==> config.mk <==
export PLATFORM = sky130hd
export DESIGN_NAME = perceptron_stream_core
export DESIGN_NICKNAME = d
export VERILOG_FILES = /design/src/rtl/perceptron_stream_core.sv
export SDC_FILE = /design/constraint.sdc
export NUM_CORES = 1
export LEC_CHECK = 0
export ABC_CLOCK_PERIOD_IN_PS = 8390
export BUFFER_PORTS_ARGS = -buffer_cell sky130_fd_sc_hd__buf_2
export CAP_MARGIN = 15
export CORE_ASPECT_RATIO = 1.75
export CORE_MARGIN = 2
export CORE_UTILIZATION = 60
export CTS_BUF_LIST = sky130_fd_sc_hd__clkbuf_2 sky130_fd_sc_hd__clkbuf_4 sky130_fd_sc_hd__clkbuf_8
export DETAILED_ROUTE_END_ITERATION = 8
export PLACE_DENSITY = 0.86
export SYNTH_ARGS = -nofsm -noshare
export SYNTH_HDL_FRONTEND = slang
export SYNTH_SLANG_ARGS = --single-unit
==> constraint.sdc <==
create_clock -name clk -period 8.39 [get_ports clk]
set_input_delay 1.678 -clock clk [delete_from_list [all_inputs] [get_ports clk]]
set_output_delay 1.678 -clock clk [all_outputs]
set_load 0.005 [all_outputs]
==> src/rtl/perceptron_stream_core.sv <==
// perceptron_stream_core
// N-input perceptron engine behind a byte-stream command port.
//   'W' + N weights + bias -> ACK (0x06), weights committed atomically on the bias byte
//   'E' + N inputs         -> one result byte after an N-cycle sequential MAC
//   anything else          -> NAK (0x15)
// A silent gap of TIMEOUT_CYCLES inside a frame aborts it with a NAK.
// Bytes arriving while computing or replying are dropped and flagged in rx_overrun.
//
// state  | meaning
// IDLE   | waiting for a command byte
// LOAD_W | collecting weight bytes into the shadow array, then the bias byte
// LOAD_X | collecting input bytes
// MAC    | one signed product accumulated per cycle
// RESP   | reply byte held on tx_data until tx_ready
module perceptron_stream_core #(
  parameter int N_INPUTS       = 4,
  parameter int OUT_MODE       = 0,
  parameter int TIMEOUT_CYCLES = 12000000
) (
  input  logic       clk,
  input  logic       rst_n,
  input  logic [7:0] rx_data,
  input  logic       rx_valid,
  output logic [7:0] tx_data,
  output logic       tx_valid,
  input  logic       tx_ready,
  output logic       busy,
  output logic       rx_overrun
);

  localparam int ACC_W = 16 + $clog2(N_INPUTS) + 1;
  localparam int IDX_W = (N_INPUTS > 1) ? $clog2(N_INPUTS) : 1;
  localparam int TMO_W = (TIMEOUT_CYCLES > 1) ? $clog2(TIMEOUT_CYCLES) : 1;

  localparam logic [IDX_W-1:0] LAST_IDX = IDX_W'(N_INPUTS - 1);
  // The counter is reloaded on every byte and expires when it reaches zero,
  // so the abort fires after exactly TIMEOUT_CYCLES quiet cycles.
  localparam logic [TMO_W-1:0] TMO_LOAD = TMO_W'(TIMEOUT_CYCLES - 1);
  localparam logic signed [ACC_W-1:0] SAT_MAX = ACC_W'(127);
  localparam logic signed [ACC_W-1:0] SAT_MIN = ~SAT_MAX;

  localparam logic [7:0] CMD_W   = 8'h57;
  localparam logic [7:0] CMD_E   = 8'h45;
  localparam logic [7:0] RSP_ACK = 8'h06;
  localparam logic [7:0] RSP_NAK = 8'h15;

  typedef enum logic [2:0] {
    S_IDLE,
    S_LOAD_W,
    S_LOAD_X,
    S_MAC,
    S_RESP
  } state_t;

  state_t                    state_q, state_d;
  logic [IDX_W-1:0]          idx_q, idx_d;
  logic                      bias_ph_q, bias_ph_d;
  logic [TMO_W-1:0]          tmo_q, tmo_d;
  logic signed [ACC_W-1:0]   acc_q, acc_d;
  logic                      tx_valid_q, tx_valid_d;
  logic [7:0]                tx_data_q, tx_data_d;
  logic                      overrun_q, overrun_d;

  logic [7:0]                wsh_q [N_INPUTS];
  logic [7:0]                w_q   [N_INPUTS];
  logic [7:0]                x_q   [N_INPUTS];
  logic [7:0]                bias_q;

  logic                      wsh_we;
  logic                      x_we;
  logic                      commit;
  logic signed [15:0]        prod;
  logic signed [ACC_W-1:0]   sum;

  function automatic logic [7:0] reply_byte(input logic signed [ACC_W-1:0] s);
    if (OUT_MODE == 0) return s[ACC_W-1] ? 8'h00 : 8'h01;
    if (s > SAT_MAX) return 8'h7F;
    if (s < SAT_MIN) return 8'h80;
    return s[7:0];
  endfunction

  // Next-state, counters and reply generation.
  always_comb begin
    state_d    = state_q;
    idx_d      = idx_q;
    bias_ph_d  = bias_ph_q;
    tmo_d      = tmo_q;
    acc_d      = acc_q;
    tx_valid_d = tx_valid_q;
    tx_data_d  = tx_data_q;
    overrun_d  = overrun_q;
    wsh_we     = 1'b0;
    x_we       = 1'b0;
    commit     = 1'b0;
    prod       = $signed(w_q[idx_q]) * $signed(x_q[idx_q]);
    sum        = acc_q + {{(ACC_W-16){prod[15]}}, prod};

    case (state_q)
      S_IDLE: begin
        if (rx_valid) begin
          idx_d     = '0;
          bias_ph_d = 1'b0;
          tmo_d     = TMO_LOAD;
          if (rx_data == CMD_W) begin
            state_d = S_LOAD_W;
          end else if (rx_data == CMD_E) begin
            state_d = S_LOAD_X;
          end else begin
            tx_data_d  = RSP_NAK;
            tx_valid_d = 1'b1;
            state_d    = S_RESP;
          end
        end
      end

      S_LOAD_W: begin
        if (rx_valid) begin
          tmo_d = TMO_LOAD;
          if (bias_ph_q) begin
            commit     = 1'b1;
            tx_data_d  = RSP_ACK;
            tx_valid_d = 1'b1;
            state_d    = S_RESP;
          end else begin
            wsh_we = 1'b1;
            if (idx_q == LAST_IDX) bias_ph_d = 1'b1;
            else                   idx_d     = idx_q + IDX_W'(1);
          end
        end else if (tmo_q == '0) begin
          tx_data_d  = RSP_NAK;
          tx_valid_d = 1'b1;
          state_d    = S_RESP;
        end else begin
          tmo_d = tmo_q - TMO_W'(1);
        end
      end

      S_LOAD_X: begin
        if (rx_valid) begin
          tmo_d = TMO_LOAD;
          x_we  = 1'b1;
          if (idx_q == LAST_IDX) begin
            idx_d   = '0;
            acc_d   = {{(ACC_W-8){bias_q[7]}}, bias_q};
            state_d = S_MAC;
          end else begin
            idx_d = idx_q + IDX_W'(1);
          end
        end else if (tmo_q == '0) begin
          tx_data_d  = RSP_NAK;
          tx_valid_d = 1'b1;
          state_d    = S_RESP;
        end else begin
          tmo_d = tmo_q - TMO_W'(1);
        end
      end

      S_MAC: begin
        if (rx_valid) overrun_d = 1'b1;
        acc_d = sum;
        if (idx_q == LAST_IDX) begin
          tx_data_d  = reply_byte(sum);
          tx_valid_d = 1'b1;
          state_d    = S_RESP;
        end else begin
          idx_d = idx_q + IDX_W'(1);
        end
      end

      S_RESP: begin
        if (rx_valid) overrun_d = 1'b1;
        if (tx_ready) begin
          tx_valid_d = 1'b0;
          state_d    = S_IDLE;
        end
      end

      default: state_d = S_IDLE;
    endcase
  end

  // Control state registers.
  always_ff @(posedge clk or negedge rst_n) begin
    if (!rst_n) begin
      state_q    <= S_IDLE;
      idx_q      <= '0;
      bias_ph_q  <= 1'b0;
      tmo_q      <= '0;
      acc_q      <= '0;
      tx_valid_q <= 1'b0;
      tx_data_q  <= '0;
      overrun_q  <= 1'b0;
    end else begin
      state_q    <= state_d;
      idx_q      <= idx_d;
      bias_ph_q  <= bias_ph_d;
      tmo_q      <= tmo_d;
      acc_q      <= acc_d;
      tx_valid_q <= tx_valid_d;
      tx_data_q  <= tx_data_d;
      overrun_q  <= overrun_d;
    end
  end

  // Weight, bias and input storage; active weights change only on a complete 'W' frame.
  always_ff @(posedge clk or negedge rst_n) begin
    if (!rst_n) begin
      for (int i = 0; i < N_INPUTS; i++) begin
        wsh_q[i] <= '0;
        w_q[i]   <= '0;
        x_q[i]   <= '0;
      end
      bias_q <= '0;
    end else begin
      if (wsh_we) wsh_q[idx_q] <= rx_data;
      if (x_we)   x_q[idx_q]   <= rx_data;
      if (commit) begin
        for (int i = 0; i < N_INPUTS; i++) w_q[i] <= wsh_q[i];
        bias_q <= rx_data;
      end
    end
  end

  assign tx_data    = tx_data_q;
  assign tx_valid   = tx_valid_q;
  assign busy       = (state_q != S_IDLE);
  assign rx_overrun = overrun_q;

endmodule

==> qor.yml, run 1 <==
status: "finished, final reports clean"
most-common-layout-cells: "163 x dfrtp_1, 106 x inv_1, 105 x mux2_2"
syn2layout_area_growth_pct: 6.23
die_w_um: 105
hpwl_um: 16800
cts-htree-levels: 4
synth_flop_cell: "dfrtp_1"
synth_area_leaders: "dfrtp_1 38%, mux2_2 11%, fa_1 11%"
yosys.area.top_type_share: 0.383
ys_seq_area_frac: 0.383
setup_viol: 0
cts_root_buffer: "clkbuf_8"
cts_buffers: 17
wl_um: 22700
synth_top_area_cell: "dfrtp_1"
cts_tree: "built"
yosys.area_share.xor_xnor: 0.0393
post-route-period-util: 0.884
final_max_slew_viol_count: 0
drive_gt1_frac: 0.191
p_leak_uw: 0.00549
syn-instance-count: 985
clk_latency_ns: 0.48
die_h_um: 180
tightestPinTransition_ns: 1.15
cts.sinks: 163
syn-num-nets: 1106
synth_top_family_by_area: "adder cells"
avgSynthCellArea_sq_um: 10.8
peakVddDrop_mv: 0.167
post_cts_buffers: 0
met2_usage: 0.481
wire_per_inst_um: 18.4
totalPowerFinal_uw: 2850
path_class: "reg2reg"
grt_use_met3: 0.0369
dpl.cell_count: 1205
antenna_left: 0
grt_max_degree: 83
hold_viol_final: 0
syn-cell-area_sq_um: 10600
first_global_vias: 8007
top_usage_layer: "met2"
dieArea_sq_um: 18900
rows: 64
overflow: 0
p_sw_uw: 1150
fin_skew_ns: 0.0228
path_max_fanout: 10
swShare: 0.404
synthAdderAreaFrac: 0.168
power_frac_comb: 0.487
seqCellArea_sq_um: 4080
critical-path-max-stage-delay_ns: 0.71
yosys_warnings: 0
vias_per_cell: 5.85
drtIter0Drc: 369
crit_chain: "buf_4 > mux4_2 > and2_1 > fa_1 > inv_1 > fa_1 > inv_1 > fa_1 > inv_1 > fa_1 > inv_1 > ha_1 > a21o_1 > o21bai_1 > o311ai_0 > ha_1 > nor2_1 > nor2_1 > a211o_1 > o211ai_1 > xor3_1 > or3_1 > nand3_1"
setup.worst_path.end_class: "flip-flop"
diodes: 0
synth_edf_count: 0
power.density_nw_per_um2: 252
final.fill_count: 1370
cts_max_path_buffers: 2
floorplan.initialDensity: 0.609
synthSimpleGateAreaFrac: 0.116
hold_path_class: "reg2reg"
synthDistinctLibCells: 65
io-pin-count: 23
fmax_mhz: 135
gr-usage-all-layers: 0.254
fin_setup_tns_ns: 0
critPathTopFamily: "adder cells"
hold_buffers: 0
ys_async_sr_fraction: 1.00
cp_slowest_cell: "dfrtp_1"
multi_input_area_sq_um: 6010
required_ns: 8.80
antenna_found_initial: 0
p_seq_frac: 0.329
core_sq_um: 17500
clkPwrFrac: 0.184
route.vias.total: 7241
dr.pass1.iters: 4
grt_use_met1: 0.269
gp_congestion: 0.857
relSlewSlack: 0.233
ys_ff_latch: 163
utilization: 0.647
io_buffers: 22
critPathLaunchType: "flip-flop"
path_buf_inv: 5
rsz0062_at_grt: "false"
grt_pass1_wl_um: 38000
synth-compound-area-share: 0.0936
clkTransAtPathRegs_ns: 0.09
nets: 1115
post_cts_resized: 0
synthMuxAreaShare: 0.148
p_int_uw: 1700
cp.arrival_ns: 7.83
drc: 0
final_cells: 1238
cap_violations: 0
mostFrequentLayoutCell: "dfrtp_1"
period_minus_slack_ns: 7.42
==> kinds of logic (layout without fill, tap and decap cells) <==
group,after synthesis,count (layout)
buffers and inverters,144,166
DFF,163,163
xor gates and xnor gates,46,46
AOI/OAI and AO/OA,163,163
muxes,125,125
and+or+nand+nor,235,235
adders and majority gates,109,109
==> power by group through the flow <==
stage / Sequential [uW] / Combinational (uW) / Clock, uW
floorplan: 907 / 1110 / 0
global placement: 943 / 1360 / 0
detailed placement: 949 / 1390 / 0
CTS: 933 / 1390 / 532
global route: 945 / 1560 / 569
finish: 935 / 1390 / 523
==> worst reg2reg max path, delay by kind of cell (launching register included) <==
| kind | cells | cell delay (ns) |
|---|---|---|
| XOR/XNOR | 1 | 0.30 |
| buffers and inverters | 5 | 0.65 |
| flip-flops | 1 | 0.71 |
| multiplexers | 1 | 0.61 |
| adder cells (fa/ha/maj) | 6 | 3.02 |
| AO/OA/AOI/OAI | 5 | 1.28 |
| AND/OR/NAND/NOR | 5 | 0.80 |
==> per-layer routing <==
metal | wire length, um | part of all wire | vias to the layer above
met3 | 583 | 0.026 | 59
met2 | 12900 | 0.57 | 143
li1 | - | - | 3379
met1 | 8270 | 0.36 | 3660
met5 | 0 | 0 | -
met4 | 934 | 0.041 | 0
==> cell usage after synthesis (all sizes together) (2+ instances only) <==
master and count:
nor2b 11, nand4 2, nand2 58, nor4bb 2, nand3 12, or4 2
or3 10, and2 52, nor2 40, mux2i 5, xor2 13, o21ai 51
inv 107, o211ai 6, a211oi 3, o21a 4, o2111ai 4, mux2 105
a31oi 3, a21oi 54, dfrtp 163, buf 8, o21bai 8, nor4 4
ha 53, a221oi 2, a211o 2, nor3b 2, a21o 11, nand2b 3
clkbuf 29, nor3 20, fa 56, nand3b 4, or2 3, o31ai 2
xnor2 32, mux4 15, and3 6
==> state kept, by name, summed over array words and instances (netlist names) <==
| signal | cells |
|---|---|
| tx_data | 8 |
| bias_ph_q | 1 |
| x_q | 32 |
| wsh_q | 32 |
| rx_overrun | 1 |
| state_q | 3 |
| tx_valid | 1 |
| tmo_q | 24 |
| acc_q | 19 |
| idx_q | 2 |
| bias_q | 8 |
| w_q | 32 |
==> cell type report <==
cell class | instances | share of cell area
inverters | 107 | 0.0355
flip-flops and latches | 163 | 0.361
clock inverters | 8 | 0.00476
multi-input cells | 678 | 0.531
well taps | 231 | 0.0256
clock buffers | 24 | 0.0270
repair buffers | 27 | 0.0147
==> final timing paths <==
kind | cells after the start | start | slack, ns | endpoint
max | 23 | idx_q[0]$_DFFE_PN0P_ | 0.97 | acc_q[18]$_DFFE_PN0P_
min | 1 | rx_overrun$_DFFE_PN0P_ | 0.46 | rx_overrun$_DFFE_PN0P_
max reg2reg | 23 | idx_q[0]$_DFFE_PN0P_ | 0.97 | acc_q[18]$_DFFE_PN0P_
min reg2reg | 1 | rx_overrun$_DFFE_PN0P_ | 0.46 | rx_overrun$_DFFE_PN0P_
max in group asynchronous | 2 | rst_n | 5.65 | wsh_q[6]$_DFFE_PN0P_
min in group asynchronous | 1 | rst_n | 1.25 | tx_data[7]$_DFFE_PN0P_
==> per-stage QoR <==
stage | setup WS [ns] | instance area (sq um) | hold slack (ns)
after detailed placement | 0.933 | 10900 | 0.440
final | 0.972 | 11300 | 0.457
after global routing | 0.561 | 11300 | 0.479
after CTS | 0.914 | 11300 | 0.459
after global placement | 1.20 | 10900 | 0.437
after floorplan | 1.19 | 10600 | 0.451
No activity file was read; power rests on OpenSTA's default activity.
==> run 2, diff against run 1 <==
CORE_UTILIZATION = 30   (was 60)
CTS_BUF_LIST = sky130_fd_sc_hd__clkbuf_8   (was sky130_fd_sc_hd__clkbuf_2 sky130_fd_sc_hd__clkbuf_4 sky130_fd_sc_hd__clkbuf_8)
PLACE_DENSITY = 0.53   (was 0.86)
SKIP_CTS_REPAIR_TIMING = 1   (was not set)
==> qor.yml, run 2 (same netlist as run 1, synthesis figures left out) <==
reg2reg_to: "acc_q[18]$_DFFE_PN0P_"
post-route-period-util: 0.884  # about the same
grt_pass1_wl_um: 39400  # +3.7%
dpl.cell_count: 1443  # +20%
setup_viol: 0  # unchanged
overflow: 0  # unchanged
cp_slowest_cell: "dfrtp_1"
nets: 1118  # +0.27%
mostFrequentLayoutCell: "dfrtp_1"
fin_setup_tns_ns: 0  # unchanged
gp_congestion: 0.788  # -8.0%
power.density_nw_per_um2: 251  # -0.41%
hold_start: "rx_overrun$_DFFE_PN0P_"
whs_path_depth: 1  # unchanged
multi_input_area_sq_um: 6010  # unchanged
hold-path-endpoint: "rx_overrun$_DFFE_PN0P_"
die_h_um: 253  # +41%
wire_per_inst_um: 16.4  # -11%
required_ns: 8.82  # +0.02 ns
rsz0062_at_grt: "false"
r2r-start: "idx_q[0]$_DFFE_PN0P_"
cts-htree-levels: 4  # unchanged
dieArea_sq_um: 37000  # +96%
drive_gt1_frac: 0.193  # +0.00240
cts_buffers: 17  # unchanged
period_minus_slack_ns: 7.42  # -0.000264 ns
path_class: "reg2reg"
p_leak_uw: 0.00550  # +0.27%
rows: 91  # +42%
cap_violations: 0  # unchanged
syn2layout_area_growth_pct: 9.40
setup.worst_path.end_class: "flip-flop"
rr_worst_depth: 22  # -4.3%
hold_path_class: "reg2reg"
peakVddDrop_mv: 0.113  # -32%
fin_skew_ns: 0.0194  # -0.00335 ns
final_cells: 1476  # +19%
cts_tree: "built"
clkTransAtPathRegs_ns: 0.10  # about the same
cp.arrival_ns: 7.85  # +0.02 ns
crit_chain: "mux4_2 > and2_1 > fa_1 > inv_1 > fa_1 > inv_1 > fa_1 > inv_1 > fa_1 > inv_1 > ha_1 > a21o_1 > a21oi_1 > a31o_2 > xor2_1 > ha_1 > o21a_1 > or2_2 > o211ai_1 > xor3_1 > or3_1 > nand3_1"
path_max_fanout: 14  # +4
tightestPinTransition_ns: 0.781  # -0.369 ns
wl_um: 24100  # +6.2%
totalPowerFinal_uw: 2920  # +2.6%
route.vias.total: 7098  # -2.0%
antenna_found_initial: 1  # +1
drtIter0Drc: 285  # -23%
utilization: 0.332  # -0.316
relSlewSlack: 0.479  # +0.246
most-common-layout-cells: "163 x dfrtp_1, 106 x inv_1, 105 x mux2_2"
cts_max_path_buffers: 2  # unchanged
first_global_vias: 7566  # -5.5%
critPathLaunchType: "flip-flop"
reg_top3: "w_q: 32 flops, wsh_q: 32 flops, x_q: 32 flops"
grt_max_degree: 62  # -25%
fmax_mhz: 135  # about the same
place_area_sq_um: 11200  # +3.0%
clk_latency_ns: 0.49  # about the same
gr-usage-all-layers: 0.136  # -0.119
cts.sinks: 163  # unchanged
antenna_left: 0  # unchanged
critical-path-max-stage-delay_ns: 0.86  # +0.15 ns
die_w_um: 146  # +40%
vias_per_cell: 4.81  # -18%
cts_root_buffer: "clkbuf_8"
status: "finished, final reports clean"
hpwl_um: 18600  # +11%
final.fill_count: 3670  # +170%
dr.pass1.iters: 6  # +2
seqCellArea_sq_um: 4080  # unchanged
regToRegSetupSlack_ns: 0.97  # about the same
stdcell_area_sq_um: 11600  # +3.0%
final_max_slew_viol_count: 0  # unchanged
io_buffers: 22  # unchanged
critPathTopFamily: "adder cells"
path_buf_inv: 4  # -1
floorplan.initialDensity: 0.303  # -0.306
drc: 0  # unchanged
hold_viol_final: 0  # unchanged
core_sq_um: 35100  # +100%
io-pin-count: 23  # unchanged
run 2: cell count changes in the layout (fill, tap and decap cells not counted), moves of 2 or more:
| cell | before | now |
|---|---|---|
| clkinv_2 | 4 | 1 |
| clkbuf_8 | 20 | 17 |
| clkinv_8 | 0 | 2 |
| inv_8 | 0 | 6 |
| buf_4 | 4 | 8 |
| clkbuf_4 | 4 | 0 |
| inv_6 | 0 | 2 |
run 2: power breakdown:
group / internal [uW] / switching (uW)
combinational: 595 / 809
sequential: 860 / 77.2
clock: 223 / 354
total: 1680 / 1240
run 2: layout make-up:
| type | instances | area share |
|---|---|---|
| multi-input combinational | 678 | 0.516 |
| sequential | 163 | 0.351 |
| tap | 465 | 0.0500 |
| inverter | 107 | 0.0345 |
| clock buffer | 17 | 0.0201 |
| timing repair buffer | 30 | 0.0152 |
| clock inverter | 15 | 0.0134 |
| antenna | 1 | 0.000215 |
run 2: how the worst max path moves through the flow:
stage                              start  depth (start not counted)               endpoint
finish              idx_q[0]$_DFFE_PN0P_                         22  acc_q[18]$_DFFE_PN0P_
CTS                 idx_q[0]$_DFFE_PN0P_                         23  acc_q[18]$_DFFE_PN0P_
detailed placement  idx_q[0]$_DFFE_PN0P_                         23  acc_q[18]$_DFFE_PN0P_
floorplan           idx_q[0]$_DFFE_PN0P_                         24  acc_q[18]$_DFFE_PN0P_
global route        idx_q[0]$_DFFE_PN0P_                         24  acc_q[18]$_DFFE_PN0P_
global placement    idx_q[0]$_DFFE_PN0P_                         25  acc_q[18]$_DFFE_PN0P_
run 2: through the flow:
stage / worst slack, ns / hold slack (ns)
finish: 0.972 / 0.458
global route: 0.361 / 0.492
CTS: 0.893 / 0.464
detailed placement: 0.903 / 0.442
global placement: 1.04 / 0.440
floorplan: 1.19 / 0.451
run 2: layer usage:
metal	global-route usage	wire, um	up-vias
met5	0	0	-
met4	0.0521	571	0
met3	0.0162	340	34
met2	0.279	14300	74
met1	0.135	8950	3604
li1	-	-	3386
run 2: worst reg2reg max path, cell delays in order, from the launching register on:
cell and delay [ns]:
dfrtp_1 0.86, mux4_2 0.72, and2_1 0.26, fa_1 0.62, inv_1 0.15, fa_1 0.56
inv_1 0.06, fa_1 0.53, inv_1 0.06, fa_1 0.54, inv_1 0.05, ha_1 0.36
a21o_1 0.19, a21oi_1 0.21, a31o_2 0.24, xor2_1 0.29, ha_1 0.34, o21a_1 0.21
or2_2 0.27, o211ai_1 0.10, xor3_1 0.34, or3_1 0.34, nand3_1 0.07
